[config.mk]
export PLATFORM = sky130hd
export DESIGN_NAME = median_window_feeder_flat
export DESIGN_NICKNAME = d
export VERILOG_FILES = /design/src/rtl/median_window_feeder_if.sv /design/src/rtl/median_window_feeder.sv /design/src/flat_wrapper.sv
export SDC_FILE = /design/constraint.sdc
export NUM_CORES = 1
export LEC_CHECK = 0
export BUFFER_PORTS_ARGS = -buffer_cell sky130_fd_sc_hd__clkbuf_2
export CAP_MARGIN = 10
export CORE_UTILIZATION = 48
export CTS_CLUSTER_SIZE = 10
export DETAILED_ROUTE_END_ITERATION = 16
export PLACE_DENSITY = 0.75
export SETUP_SLACK_MARGIN = 0.2
export SKIP_LAST_GASP = 1
export SYNTH_ARGS = -nofsm -noshare
export SYNTH_HDL_FRONTEND = slang
export SYNTH_SLANG_ARGS = --single-unit
[constraint.sdc]
create_clock -name clk -period 2.1 [get_ports clk]
set_input_delay 0.42 -clock clk [delete_from_list [all_inputs] [get_ports clk]]
set_output_delay 0.42 -clock clk [all_outputs]
set_load 0.005 [all_outputs]
[src/rtl/median_window_feeder_if.sv]
// Handshake bundle between the pixel source, the window feeder and the 7-input sorter.
// The feeder uses the slave view; the pixel source and sorter together use the master view.
interface median_window_feeder_if #(
  parameter int DATA_W = 10
);
  logic              in_valid;
  logic              in_ready;
  logic [DATA_W-1:0] in_data;
  logic              out_valid;
  logic              out_ready;
  logic [DATA_W-1:0] out0;
  logic [DATA_W-1:0] out1;
  logic [DATA_W-1:0] out2;
  logic [DATA_W-1:0] out3;
  logic [DATA_W-1:0] out4;
  logic [DATA_W-1:0] out5;
  logic [DATA_W-1:0] out6;
  logic              out_last;

  modport master (
    output in_valid, in_data, out_ready,
    input  in_ready, out_valid, out0, out1, out2, out3, out4, out5, out6, out_last
  );

  modport slave (
    input  in_valid, in_data, out_ready,
    output in_ready, out_valid, out0, out1, out2, out3, out4, out5, out6, out_last
  );
endinterface

[src/rtl/median_window_feeder.sv]
// Turns a raster pixel stream into 7-tap horizontal windows (one per pixel),
// replicating the border pixel at both ends of every line.
module median_window_feeder #(
  parameter int DATA_W   = 10,
  parameter int LINE_LEN = 640
) (
  input logic                  clk,
  input logic                  rst,
  median_window_feeder_if.slave bus
);

  localparam int PW = (LINE_LEN > 1) ? $clog2(LINE_LEN) : 1;
  localparam logic [PW-1:0] LAST_PIX = PW'(LINE_LEN - 1);
  localparam logic [PW-1:0] FILL_END = PW'(3);

  typedef enum logic [1:0] {IDLE, FILL, RUN, FLUSH} state_t;
  typedef logic [6:0][DATA_W-1:0] taps_t;

  state_t        state;
  taps_t         w;
  logic [PW-1:0] pix_cnt;
  logic [1:0]    flush_cnt;
  logic          out_valid;
  logic          out_last;
  logic          slot_free;
  logic          in_ready;
  logic          accept;
  logic          take;

  // Oldest tap drops off w[0]; the new pixel lands in w[6].
  function automatic taps_t shift_in(input taps_t t, input logic [DATA_W-1:0] px);
    return {px, t[6:1]};
  endfunction

  always_comb begin
    slot_free = !out_valid || bus.out_ready;
    case (state)
      IDLE:    in_ready = slot_free;
      FILL:    in_ready = 1'b1;
      RUN:     in_ready = slot_free;
      default: in_ready = 1'b0;
    endcase
  end

  assign accept = bus.in_valid && in_ready;
  assign take   = out_valid && bus.out_ready;

  always_ff @(posedge clk) begin
    if (rst) begin
      state     <= IDLE;
      w         <= '0;
      out_valid <= 1'b0;
      out_last  <= 1'b0;
      pix_cnt   <= '0;
      flush_cnt <= '0;
    end else begin
      case (state)
        IDLE: begin
          // Preloading every tap with p0 gives the left-border replication for free.
          if (accept) begin
            w         <= {7{bus.in_data}};
            pix_cnt   <= PW'(1);
            out_valid <= 1'b0;
            out_last  <= 1'b0;
            state     <= FILL;
          end else if (take) begin
            out_valid <= 1'b0;
            out_last  <= 1'b0;
          end
        end
        FILL: begin
          if (accept) begin
            w       <= shift_in(w, bus.in_data);
            pix_cnt <= pix_cnt + PW'(1);
            if (pix_cnt == FILL_END) begin
              out_valid <= 1'b1;
              // A 4-pixel line has already received its last pixel here.
              if (pix_cnt == LAST_PIX) begin
                flush_cnt <= '0;
                state     <= FLUSH;
              end else begin
                state <= RUN;
              end
            end
          end
        end
        RUN: begin
          if (accept) begin
            w         <= shift_in(w, bus.in_data);
            out_valid <= 1'b1;
            out_last  <= 1'b0;
            pix_cnt   <= pix_cnt + PW'(1);
            if (pix_cnt == LAST_PIX) begin
              flush_cnt <= '0;
              state     <= FLUSH;
            end
          end else if (take) begin
            out_valid <= 1'b0;
          end
        end
        FLUSH: begin
          // Right-border replication: re-feed the newest pixel three times.
          if (slot_free) begin
            w         <= shift_in(w, w[6]);
            out_valid <= 1'b1;
            flush_cnt <= flush_cnt + 2'd1;
            if (flush_cnt == 2'd2) begin
              out_last <= 1'b1;
              pix_cnt  <= '0;
              state    <= IDLE;
            end else begin
              out_last <= 1'b0;
            end
          end
        end
        default: state <= IDLE;
      endcase
    end
  end

  assign bus.in_ready  = in_ready;
  assign bus.out_valid = out_valid;
  assign bus.out_last  = out_last;
  assign bus.out0      = w[0];
  assign bus.out1      = w[1];
  assign bus.out2      = w[2];
  assign bus.out3      = w[3];
  assign bus.out4      = w[4];
  assign bus.out5      = w[5];
  assign bus.out6      = w[6];

endmodule

[src/flat_wrapper.sv]
// flat-port wrapper written by rule: the top's interface ports become plain ports
module median_window_feeder_flat 
#(
  parameter int DATA_W   = 10,
  parameter int LINE_LEN = 640
)
  (clk, rst, bus_in_valid, bus_in_data, bus_out_ready, bus_in_ready, bus_out_valid, bus_out0, bus_out1, bus_out2, bus_out3, bus_out4, bus_out5, bus_out6, bus_out_last);
  median_window_feeder_if #(.DATA_W(DATA_W)) bus_i ();
  input logic clk;
  input logic rst;
  input wire logic [$bits(bus_i.in_valid)-1:0] bus_in_valid;
  input wire logic [$bits(bus_i.in_data)-1:0] bus_in_data;
  input wire logic [$bits(bus_i.out_ready)-1:0] bus_out_ready;
  output wire logic [$bits(bus_i.in_ready)-1:0] bus_in_ready;
  output wire logic [$bits(bus_i.out_valid)-1:0] bus_out_valid;
  output wire logic [$bits(bus_i.out0)-1:0] bus_out0;
  output wire logic [$bits(bus_i.out1)-1:0] bus_out1;
  output wire logic [$bits(bus_i.out2)-1:0] bus_out2;
  output wire logic [$bits(bus_i.out3)-1:0] bus_out3;
  output wire logic [$bits(bus_i.out4)-1:0] bus_out4;
  output wire logic [$bits(bus_i.out5)-1:0] bus_out5;
  output wire logic [$bits(bus_i.out6)-1:0] bus_out6;
  output wire logic [$bits(bus_i.out_last)-1:0] bus_out_last;
  assign bus_i.in_valid = bus_in_valid;
  assign bus_i.in_data = bus_in_data;
  assign bus_i.out_ready = bus_out_ready;
  assign bus_in_ready = bus_i.in_ready;
  assign bus_out_valid = bus_i.out_valid;
  assign bus_out0 = bus_i.out0;
  assign bus_out1 = bus_i.out1;
  assign bus_out2 = bus_i.out2;
  assign bus_out3 = bus_i.out3;
  assign bus_out4 = bus_i.out4;
  assign bus_out5 = bus_i.out5;
  assign bus_out6 = bus_i.out6;
  assign bus_out_last = bus_i.out_last;
  median_window_feeder #(.DATA_W(DATA_W), .LINE_LEN(LINE_LEN)) u_core (.clk(clk), .rst(rst), .bus(bus_i));
endmodule
# Yosys cells after proc, flatten, opt, wreduce, memory -nomap -nowiden
# Cells that the tools add are included.
[word_totals]
wordCells = 84
reg_bits = 86
output_inout_bits = 73
input_bits = 14
[op_classes]
reduce_logical = 16
bitwise = 1
mux = 38
addsub = 2
eq_ne = 15
[ops]
columns = ["cell", "count"]
rows = [
  ["one-hot mux 70 bit (3 select lines)", 1],
  ["2-to-1 mux 70 bit", 2],
  ["2-to-1 mux 60 bit", 1],
  ["2-to-1 mux 10 bit", 4],
  ["one-hot mux 10 bit (3 select lines)", 1],
  ["2-to-1 mux 2 bit", 12],
  ["!= test 2 x 1 -> 1 bit (second input constant)", 8],
  ["2-to-1 mux 1 bit", 12],
  ["adder 10 x 1 -> 10 bit (second input constant)", 1],
  ["equality test 10 bit (second input constant)", 1],
  ["equality test 10 x 2 -> 1 bit (second input constant)", 1],
  ["AND reduction 3 bit", 3],
  ["one-hot mux 2 bit (4 select lines)", 1],
  ["AND reduction 4 bit", 2],
  ["AND reduction 7 bit", 1],
  ["equality test 2 bit (second input constant)", 3],
  ["one-hot mux 2 bit (3 select lines)", 1],
  ["nonzero test 3 bit", 2],
  ["AND reduction 5 bit", 1],
  ["one-hot mux 1 bit (4 select lines)", 1],
  ["OR reduction 2 bit", 2],
  ["!= test 3 x 1 -> 1 bit (second input constant)", 1],
  ["one-hot mux 1 bit (3 select lines)", 1],
  ["adder 2 x 1 -> 2 bit (second input constant)", 1],
  ["7 further kinds", 8],
]

# Depth between registers and ports, before layout
[depth]
ltp_word = 6
ltp_mapped = 8
mapped_depth_nobuf = 7

# Worst setup path before layout
# OpenSTA, ideal clock, no wires.
[synth_path]
path_kind = "register to register"
startpoint = "reg u_core.state[0]"
endpoint = "reg u_core.w (netlist bit u_core.bus.out6[0])"
setup_slack_ns = 0.125
t_arrival_ns = 1.902
stages_incl_launch_ff = 8
setup_ns = 0.072
required_time_ns = 2.028
path_buffers = 0
period_less_slack_ns = 1.975
cell_sequence = "dfxtp_1 > inv_1 > ha_1 > nor2_1 > a21oi_4 > nor2_1 > nand3_1 > a21oi_1"
[synth_via]
elab_chain_len = 6
word_cells_on_any_way = 13
cone_classes = "eq/ne (5); mux (2); bitwise (1); reduce/logical (5)"
[synth_rtl]
columns = ["item", "line_no", "source"]
rows = [
  ["start: declaration", "median_window_feeder.sv:19", "state_t state;"],
  ["start signal: assignment", "median_window_feeder.sv:50", "state <= IDLE;"],
  ["start signal: assignment", "median_window_feeder.sv:65", "state <= FILL;"],
  ["start signal: assignment", "median_window_feeder.sv:80", "state <= FLUSH;"],
  ["equality test 2 bit or logical NOT 2 bit (tied branches)", "median_window_feeder.sv:37, median_window_feeder.sv:57", ""],
  ["OR reduction 2 bit (no line)", "n/a", ""],
  ["one-hot mux 1 bit (2 select lines)", "median_window_feeder.sv:37", "case (state)"],
  ["logical AND 1 bit", "median_window_feeder.sv:45", "assign accept = bus.in_valid && in_ready;"],
  ["!= test 2 x 1 -> 1 bit (no line)", "n/a", ""],
  ["AND reduction 3 bit (no line)", "n/a", ""],
  ["end signal: assignment", "median_window_feeder.sv:61", "w <= {7{bus.in_data}};"],
  ["end signal: assignment", "median_window_feeder.sv:73", "w <= shift_in(w, bus.in_data);"],
  ["end signal: assignment", "median_window_feeder.sv:89", "w <= shift_in(w, bus.in_data);"],
  ["end: declaration", "median_window_feeder.sv:20", "taps_t w;"],
]
# Several ways; a longest one is shown, not always the timed one.
# A chain may end at the register's enable or synchronous reset.

# Worst setup path in the final report
[layout_path]
startpoint = "reg u_core.state[0]"
endpoint = "reg u_core.pix_cnt[1]"
[layout_via]
elab_chain_len = 6
word_cells_on_any_way = 14
cone_classes = "eq/ne (7); mux (2); reduce/logical (5)"
[layout_rtl]
columns = ["item", "line_no", "source"]
rows = [
  ["equality test 2 bit or logical NOT 2 bit (tied branches)", "median_window_feeder.sv:37, median_window_feeder.sv:57", ""],
  ["OR reduction 2 bit (no line)", "n/a", ""],
  ["one-hot mux 1 bit (2 select lines)", "median_window_feeder.sv:37", ""],
  ["logical AND 1 bit", "median_window_feeder.sv:45", ""],
  ["!= test 2 x 1 -> 1 bit (no line)", "n/a", ""],
  ["AND reduction 4 bit (no line)", "n/a", ""],
  ["end signal: assignment", "median_window_feeder.sv:74", "pix_cnt <= pix_cnt + PW'(1);"],
  ["end signal: assignment", "median_window_feeder.sv:92", "pix_cnt <= pix_cnt + PW'(1);"],
  ["end: declaration", "median_window_feeder.sv:21", "logic [PW-1:0] pix_cnt;"],
]
# Several ways; a longest one is shown, not always the timed one.

==> impl_metrics.csv <==
group,metric,value,unit
outcome,status,"finished, final reports clean",
synthesis,avgSynthCellArea,8.141,um^2
routing,drtPass1Iterations,5,
die,core_area,0.007331,mm^2
die,boundaryPins,87,
routing,drc,0,
die,die-area,0.008020,mm^2
critical_path,worstSetupPathType,"reg -> reg",
critical_path,cp-start-kind,"register",
critical_path,r2r_start,"u_core.state[0]",
routing,drt_iter0_markers,238,
critical_path,cp_max_fo,9,
sta,period_share,0.8932,
critical_path,worstSetupStartpoint,"u_core.state[0]",
sta,whs,309.7,ps
critical_path,cp.required,2390,ps
finish,num_antenna_cells,0,
grt,grt_first_pass_wirelength,15.17,mm
placement,place_inst,633,
die,die_w,89.56,um
cts,cts_sinks,86,
min_path,min_from,"bus_in_data[0]",
sta,rsz0062_at_grt,"true",
sta,fin_skew,12.49,ps
placement,dp_hpwl,6.328,mm
critical_path,cp.arrival,2160,ps
routing,highest_layer,"met4",
grt,grt_antenna_before_repair,0,
cts,cts_tree,"done",
run,max_cap_viol_count,0,
grt,grt_max_degree,41,
finish,fin_nets,576,
cts,clock_latency,360,ps
power,power_leakage,0.001936,uW
cts,holdBufCountCts,0,
placement,io_buffers,86,
finish,syn_to_final_growth,30.84,%
synthesis,syn_inst,452,
synthesis,synth_edf_count,0,
critical_path,path_cells,"clkinvlp_4 > buf_4 > ha_2 > nand2b_4 > or4_1 > a21oi_1",
finish,fill_cells,595,
synthesis,async_reset_ff_frac,0,
routing,wl_met1,4.574,mm
routing,routed_wl,10.02,mm
grt,overflow,0,
synthesis,ys.flop_type,"dfxtp_1",
sta,hold_viol,0,
power,internal-power,4350,uW
finish,layout.cells.non_filler,659,
routing,via_count,3694,
die,start_util,0.5020,
finish,post-route-util,0.6568,
sta,tightestPinTransition,446.8,ps
routing,post_drt_via_cell_ratio,5.605,
cts,htreeDepth,3,
die,rows,31,
placement,post-place-ws,16.31,ps
cts,numCtsBuffers,9,
synthesis,ys_seq_elements,86,
power,combinationalPowerShare,0.445,
sta,finalWorstSetupSlack,224.2,ps
sta,setup_viol,0,
power,p_per_area,1492,mW/mm^2
synthesis,netlist_area,0.003680,mm^2
critical_path,critPathCaptureType,"register",
sta,fin_tns_setup,0,ps
cts,path_clk_slew,100,ps
sta,layout_min_cycle_time,1876,ps
power,clkPwrFrac,0.189,
synthesis,synth_warnings,0,
power,switching_share,0.3944,
die,die_h,89.56,um
power,vdd_drop_max,0.8291,mV
finish,drive_gt1_frac,0.3071,
routing,wl_met2,4.743,mm
cts,clock_path_buffers,2,
sta,report.final.slew_viol_count,0,
synthesis,synth_cell_types,54,
grt,grt_util_all_layers,0.2467,
power,pwr-share-seq,0.367,
synthesis,syn_nets,473,
sta,fmax,533.1,MHz
grt,grt_pass1_vias,3191,
sta,maxSlewHeadroom,0.7018,
critical_path,crit_slowest_cell,"or4_1",
min_path,holdCritPathClass,"in -> reg",
cts,root_buffer,"clkbuf_8",
routing,avgRoutedWirePerCell,15.20,um
power,switchingPower,2833,uW
routing,met3WireLength,557,um
critical_path,cp_slowest_stage_delay,520,ps
synthesis,ys_seq_area_frac,0.4679,
routing,antenna_left,0,
placement,gp_routability_congestion,0.9148,
[metal layers]
metal / up-vias / global-route usage
met4: 0 / 0.08947
li1: 1794 / -
met3: 12 / 0.07479
met1: 1768 / 0.3253
met5: - / 0
met2: 120 / 0.3815
[logic make-up after synthesis]
| kind of cell | count (synthesis) | share of synthesized area |
|---|---|---|
| simple gates | 152 | 0.1911 |
| fa+ha+maj | 7 | 0.02380 |
| xor+xnor | 7 | 0.01666 |
| flops | 86 | 0.4679 |
| compound gates | 166 | 0.2581 |
| buf+inv | 33 | 0.03978 |
| mux | 1 | 0.002720 |
[worst max-delay path: cells and delay by family, from the launching register on]
kind                       cells  cell delay, ps
DFF                            1             410
adders and majority gates      1             260
buffers and inverters          2             280
AOI/OAI and AO/OA              1             150
and+or+nand+nor                2             700
[path summary, 6_finish.rpt]
path	depth (start not counted)	endpoint	slack [ps]
max reg2reg	6	u_core.pix_cnt[1]	220
max	6	u_core.pix_cnt[1]	220
min	3	u_core.bus.out6[0]	310
min reg2reg	2	u_core.bus.out_last	450
[Yosys cell counts (all sizes together), types with 2 or more instances]
master	number	area, um^2
dfxtp	86	1722
a21oi	84	442.9
nand2b	2	12.51
o21ai	62	314.1
nand3	12	60.06
nor2b	2	12.51
xnor2	6	52.55
buf	7	48.79
nand3b	2	15.01
nor3b	2	15.01
a21boi	2	18.77
nor3	3	15.01
and3	4	25.02
nor2	26	105.1
nand2	83	311.6
nand4	2	12.51
ha	7	87.58
clkbuf	20	75.07
or2	3	18.77
inv	6	22.52
nor4b	2	23.77
a211oi	6	60.06
o22ai	2	12.51
[power groups by stage]
stage / combinational, uW / sequential (uW) / clock, uW
finish: 3190 / 2640 / 1350
global route: 3520 / 2700 / 1450
CTS: 2880 / 2610 / 1380
detailed placement: 2730 / 2630 / 0
global placement: 2660 / 2610 / 0
floorplan: 1530 / 2610 / 0
[cell type report]
| cell class | instances | area (um^2) | area share |
|---|---|---|---|
| multi-input combinational | 333 | 1898 | 0.3942 |
| sequential | 86 | 1733 | 0.3599 |
| timing repair buffer | 119 | 799.5 | 0.1661 |
| clock buffer | 9 | 123.9 | 0.02573 |
| tap | 99 | 123.9 | 0.02573 |
| clock inverter | 7 | 110.1 | 0.02287 |
| inverter | 6 | 26.28 | 0.005457 |
[layout by cell type (no fill, tap or decap), types with 3 or more instances in the layout]
master	netlist	routed
o21ai_0	61	59
and3_1	4	4
ha_1	7	4
a21oi_2	3	4
xnor2_1	6	6
nor2_1	25	21
nor3_1	3	3
dfxtp_4	0	3
buf_12	0	5
a211oi_2	3	4
nand3_1	12	12
inv_8	0	3
clkbuf_2	0	86
clkbuf_8	0	9
nand2_1	83	83
nor2_4	1	3
a21oi_1	80	79
inv_1	6	5
buf_4	1	24
dfxtp_1	86	83
[flip-flops by register name, summed over array words and instances (netlist names), 10 cells and up]
| register | cells |
|---|---|
| u_core.bus.out2 | 10 |
| u_core.bus.out0 | 10 |
| u_core.bus.out3 | 10 |
| u_core.pix_cnt | 10 |
| u_core.bus.out5 | 10 |
| u_core.bus.out4 | 10 |
| u_core.bus.out1 | 10 |
| u_core.bus.out6 | 10 |
[per-stage QoR]
stage	instance area (um^2)	power (uW)
global route	4815	7673
global placement	4333	5263
detailed placement	4333	5356
CTS	4632	6872
finish	4815	7182
floorplan	3685	4143
[what timing repair did]
action	in CTS	in global routing
pin swaps	2	3
gates resized for setup	7	18
cloned	1	2
setup buffers	2	5
setup endpoints to repair	84	77
(Power assumes the default switching activity.)
